===== config.mk =====
export PLATFORM = sky130hd
export DESIGN_NAME = decoded_bits_sequencer
export DESIGN_NICKNAME = d
export VERILOG_FILES = /design/src/rtl/decoded_bits_sequencer.sv
export SDC_FILE = /design/constraint.sdc
export NUM_CORES = 2
export LEC_CHECK = 0
export CAP_MARGIN = 20
export CORE_AREA = 2 2 410 412
export DETAILED_ROUTE_END_ITERATION = 10
export DIE_AREA = 0 0 412 414
export PLACE_DENSITY = 0.49
export SLEW_MARGIN = 20
export SYNTH_ARGS = -nofsm -noshare
export SYNTH_HDL_FRONTEND = slang
export SYNTH_SLANG_ARGS = --single-unit

===== constraint.sdc =====
create_clock -name clk -period 2.6 [get_ports clk]
set_input_delay 0.39 -clock clk [delete_from_list [all_inputs] [get_ports clk]]
set_output_delay 0.39 -clock clk [all_outputs]
set_load 0.03 [all_outputs]

===== src/rtl/decoded_bits_sequencer.sv =====
`default_nettype none
// ============================================================================
// Module   : decoded_bits_sequencer
// Purpose  : Sequences the decoded-bits shift buffer for one polar frame.
//            Takes 2-bit hard decisions from the SCAN leaf stage and forces
//            frozen positions to 0. Issues one shift per accepted pair and
//            counts N/2 pairs. It then flags frame completion and holds the
//            buffer until the downstream consumer acknowledges.
// Ports    : clk                - system clock, rising edge
//            rst                - asynchronous reset, active low
//            I_start            - one-cycle frame start pulse
//            I_frozen_mask[N]   - 1 = frozen bit, latched on accepted start
//            I_leaf_valid       - leaf pair decision valid
//            I_leaf_bits[2]     - [0] = bit 2k, [1] = bit 2k+1 of pair k
//            I_out_ack          - downstream has consumed the buffer
//            O_hard_bit_out[2]  - masked pair to the buffer
//            O_output_bits_flag - buffer shift enable (one-cycle pulse)
//            O_pair_idx[CNT_W]  - index of the next expected pair
//            O_leaf_ready       - sequencer accepts leaf pairs
//            O_busy             - frame in progress
//            O_frame_done       - buffer holds a complete frame
//            O_err_overrun      - sticky protocol error
// Revision : 1.0 - initial release
// ============================================================================
module decoded_bits_sequencer #(
  parameter int N     = 1024,
  parameter int CNT_W = 9
) (
  input  logic             clk,
  input  logic             rst,
  input  logic             I_start,
  input  logic [N-1:0]     I_frozen_mask,
  input  logic             I_leaf_valid,
  input  logic [1:0]       I_leaf_bits,
  input  logic             I_out_ack,
  output logic [1:0]       O_hard_bit_out,
  output logic             O_output_bits_flag,
  output logic [CNT_W-1:0] O_pair_idx,
  output logic             O_leaf_ready,
  output logic             O_busy,
  output logic             O_frame_done,
  output logic             O_err_overrun
);

  typedef enum logic [1:0] {
    S_IDLE    = 2'd0,
    S_COLLECT = 2'd1,
    S_FLUSH   = 2'd2,
    S_DONE    = 2'd3
  } state_t;

  localparam logic [CNT_W-1:0] c_LAST_PAIR = CNT_W'(N / 2 - 1);

  state_t           r_state, w_state_nxt;
  logic [N-1:0]     r_mask, w_mask_nxt;
  logic [CNT_W-1:0] r_pair_idx, w_pair_idx_nxt;
  logic [1:0]       r_hard, w_hard_nxt;
  logic             r_flag, w_flag_nxt;
  logic             r_ready, r_busy, r_done;
  logic             r_err, w_err_nxt;
  logic             w_start_ok;
  logic [1:0]       w_pair_mask;

  // Frozen flags of the pair currently expected: bits [2k+1:2k].
  assign w_pair_mask = r_mask[{r_pair_idx, 1'b0} +: 2];

  always_ff @(posedge clk or negedge rst) begin
    if (!rst) begin
      r_state    <= S_IDLE;
      r_mask     <= '0;
      r_pair_idx <= '0;
      r_hard     <= 2'b00;
      r_flag     <= 1'b0;
      r_ready    <= 1'b0;
      r_busy     <= 1'b0;
      r_done     <= 1'b0;
      r_err      <= 1'b0;
    end else begin
      r_state    <= w_state_nxt;
      r_mask     <= w_mask_nxt;
      r_pair_idx <= w_pair_idx_nxt;
      r_hard     <= w_hard_nxt;
      r_flag     <= w_flag_nxt;
      // Status outputs are decoded from the next state so they line up
      // with the state register rather than lagging it by a cycle.
      r_ready    <= (w_state_nxt == S_COLLECT);
      r_busy     <= (w_state_nxt == S_COLLECT) || (w_state_nxt == S_FLUSH);
      r_done     <= (w_state_nxt == S_DONE);
      r_err      <= w_err_nxt;
    end
  end

  always_comb begin
    w_state_nxt    = r_state;
    w_mask_nxt     = r_mask;
    w_pair_idx_nxt = r_pair_idx;
    w_hard_nxt     = r_hard;
    w_flag_nxt     = 1'b0;
    w_err_nxt      = r_err;
    w_start_ok     = 1'b0;

    case (r_state)
      S_IDLE: begin
        if (I_start) w_start_ok = 1'b1;
      end
      S_COLLECT: begin
        if (I_leaf_valid) begin
          w_flag_nxt     = 1'b1;
          w_hard_nxt     = I_leaf_bits & ~w_pair_mask;
          // Counter width is log2(N/2), so the last pair wraps to 0.
          w_pair_idx_nxt = r_pair_idx + 1'b1;
          if (r_pair_idx == c_LAST_PAIR) w_state_nxt = S_FLUSH;
        end
      end
      S_FLUSH: begin
        w_state_nxt = S_DONE;
      end
      S_DONE: begin
        // Ack together with start restarts immediately; start alone is
        // ignored so the finished frame stays frozen.
        if (I_out_ack) begin
          if (I_start) w_start_ok = 1'b1;
          else         w_state_nxt = S_IDLE;
        end
      end
      default: w_state_nxt = S_IDLE;
    endcase

    if (w_start_ok) begin
      w_state_nxt    = S_COLLECT;
      w_mask_nxt     = I_frozen_mask;
      w_pair_idx_nxt = '0;
      w_err_nxt      = 1'b0;
    end

    // Error sets are applied last so a stray event in the same cycle as
    // an accepted start is still reported.
    if (I_leaf_valid && (r_state != S_COLLECT)) w_err_nxt = 1'b1;
    if (I_start && ((r_state == S_COLLECT) || (r_state == S_FLUSH))) w_err_nxt = 1'b1;
  end

  assign O_hard_bit_out     = r_hard;
  assign O_output_bits_flag = r_flag;
  assign O_pair_idx         = r_pair_idx;
  assign O_leaf_ready       = r_ready;
  assign O_busy             = r_busy;
  assign O_frame_done       = r_done;
  assign O_err_overrun      = r_err;

endmodule
`default_nettype wire


==> impl_metrics.ini <==
[placed_design]
pre_cts_ws_ns = -0.6812
dp_cells = 8437
io_buffers = 1046
gp_congestion = 0.9003
dp_hpwl_mm = 163.2

[detailed_routing]
drt_wl_total_mm = 208.3
remaining_drc_errors = 0
dr.first_iter.drc_count = 3183
first_pass_iters = 7
via_per_inst = 4.750
final_antenna_net_count = 0
routedWlPerCell_um = 24.01
dr_total_vias = 41220

[critical_path]
cp-start-kind = flop
worst_r2r_path_depth = 12
cp_max_fo = 12
crit_start = O_pair_idx[0]
cp_data_required_time_ns = 3.23
worstSetupPathType = flop to flop
crit_end = O_hard_bit_out[1]
rr_endpoint = O_hard_bit_out[1]
r2r_slack_ns = -0.43
crit_path_end_kind = flop
rr_startpoint = O_pair_idx[0]
cp.arrival_ns = 3.66

[clocking]
cts_num_sinks = 1042
cts.clk_slew.worst_paths_ns = 0.07
cts_buffer_depth = 3
cts-root-buf = clkbuf_16
cts_made_buffers = 117
cts_tree = done
insertion_delay_ns = 0.75
cts_max_level = 3

[synthesis]
syn_inst = 5185
post_synth_num_cell_types = 52
synth_edf_count = 0
syn_nets = 6225
synth_area_um2 = 47470
yosysSeqAreaShare = 0.5493
synth_warnings = 0
ys.flop_type = dfrtp_1
avgSynthCellArea_um2 = 9.154
synthArstFlopShare = 1.000
ys_ff_latch = 1042

[global_routing]
grt_usage = 0.2401
grt_pass1_vias = 42890
grt_pass1_wl_mm = 298.6
antenna_found_initial = 13
grt_max_degree = 120
grt_overflow = 0

[timing]
finalSetupViolCount = 2
hold_violations = 0
maxSlewViolCount = 0
maxSlewHeadroom = 0.4976
fin_crit_ns = 3.031
fmax_mhz = 329.9
skew_ns = 0.02414
fin_hold_ws_ns = 0.1687
tns_ns = -0.8029
rsz0062_at_grt = yes
setup_slack_ns = -0.4311
tightestPinTransition_ns = 0.7536
period_share = 1.166

[final_layout]
layout.nets = 7412
final_cell_mix = 3108 x nand2_1, 1038 x clkdlybuf4s50_1, 1037 x dfrtp_1
final_core_util = 0.4056
area_growth_pct = 42.08
final_cells = 8677
multi_input_area_um2 = 20080
register_area_um2 = 26090
mostFrequentLayoutCell = nand2_1
drive_gt1_frac = 0.1213
fillers = 16580

[die]
die_h_um = 414
coreArea_um2 = 166300
initial_core_util = 0.2854
io_pins = 1047
rows = 150
die_width_um = 412
dieArea_um2 = 170600

[run_status]
status = finished with violations
violations = setup timing

[job]
maxCapViolCount = 0

[pwr]
p_leak_uw = 0.03253
ir_drop_v = 0.0006384
p_per_area_nw_per_um2 = 1211

[min_path]
hold_path_class = primary input to asynchronous set/reset pin
[where the power goes]
group,switching [uW],internal [uW]
logic,19800,15100
clock network,7140,10500
registers,5000,24100
[flip-flops by register name, summed over array words and instances (netlist names)]
register / cells
O_busy: 1
O_output_bits_flag: 1
O_hard_bit_out: 2
O_frame_done: 1
O_pair_idx: 9
O_leaf_ready: 1
O_err_overrun: 1
r_state: 2
r_mask: 1024
[repair_timing]
action | in CTS | in global routing
cloned | 3 | 0
pin swaps | 15 | 6
hold endpoints to repair | 67 | 0
resized for setup | 50 | 5
setup endpoints to repair | 10 | 6
hold buffers | 1 | 0
setup buffers | 16 | 0
[critical path, stage by stage, from the launching register on]
cell	delay [ns]
dfrtp_4	0.46
buf_12	0.15
buf_4	0.18
buf_12	0.17
buf_6	0.17
mux4_2	0.53
o221ai_1	0.21
o21ai_1	0.12
a21oi_2	0.24
buf_4	0.17
nor3_4	0.04
buf_4	0.15
o41ai_2	0.30
[layer usage]
metal  GRT usage  vias up  wire [um]
li1            -    19120          -
met1      0.3225    20430      90060
met2      0.3978     1421     100200
met3     0.03649      245      11400
met4     0.07417        2       6684
met5           0        -          8
[final cells by class]
class | instances | share of cell area
multi-input cells | 3800 | 0.2978
clock inverters | 41 | 0.009184
inverters | 10 | 0.0005937
clock buffers | 170 | 0.05204
well taps | 2204 | 0.04089
diodes | 9 | 0.0003340
repair buffers | 1401 | 0.2123
flip-flops and latches | 1042 | 0.3869
[how the worst min path moves through the flow]
| stage | from | end | slack (ns) | cells after the start |
|---|---|---|---|---|
| after floorplan | rst | O_busy | 0.09 | 0 |
| after global placement | rst | r_mask[500] | 0.34 | 1 |
| after detailed placement | rst | r_mask[500] | 0.36 | 1 |
| after CTS | I_frozen_mask[568] | r_mask[568] | 0.10 | 3 |
| after global routing | I_frozen_mask[12] | r_mask[12] | 0.14 | 3 |
| final | rst | r_mask[500] | 0.17 | 2 |
[cells in the mapped netlist, types with 5 or more instances]
cell / instances / area (um^2)
nand2_1: 3109 / 11670
dfrtp_1: 1042 / 26080
clkbuf_1: 278 / 1044
mux4_2: 190 / 4279
mux2i_1: 165 / 1652
o221ai_1: 64 / 560.5
o22ai_1: 49 / 306.5
o21ai_0: 24 / 120.1
nor3_1: 23 / 115.1
a21oi_1: 22 / 110.1
nor2_1: 22 / 82.58
buf_4: 21 / 157.7
nand3_1: 21 / 105.1
buf_6: 16 / 180.2
a22oi_1: 15 / 112.6
buf_1: 9 / 33.78
buf_2: 9 / 45.04
ha_1: 9 / 112.6
o211ai_1: 8 / 60.06
inv_1: 7 / 26.28
nor4_1: 6 / 37.54
a211oi_1: 5 / 37.54
nand2b_1: 5 / 31.28
nor2b_1: 5 / 31.28
o31ai_1: 5 / 37.54
xnor2_1: 5 / 43.79
[stage by stage]
| stage | power, uW | cell area [um^2] |
|---|---|---|
| floorplan | 48960 | 47670 |
| global placement | 63150 | 62830 |
| detailed placement | 63570 | 62830 |
| CTS | 82370 | 67400 |
| global route | 87230 | 67430 |
| finish | 81700 | 67440 |
[kinds of logic (layout without fill, tap and decap cells)]
group / count (synthesis) / after routing / share of synthesized area
multiplexers: 355 / 355 / 0.1249
other: 0 / 9 / 0
XOR/XNOR: 7 / 7 / 0.001292
flip-flops: 1042 / 1042 / 0.5493
adder cells (fa/ha/maj): 9 / 9 / 0.002372
AO/OA/AOI/OAI: 223 / 223 / 0.03408
AND/OR/NAND/NOR: 3206 / 3206 / 0.2564
buffers and inverters: 343 / 1622 / 0.03155
No activity file was read; power rests on OpenSTA's default activity.
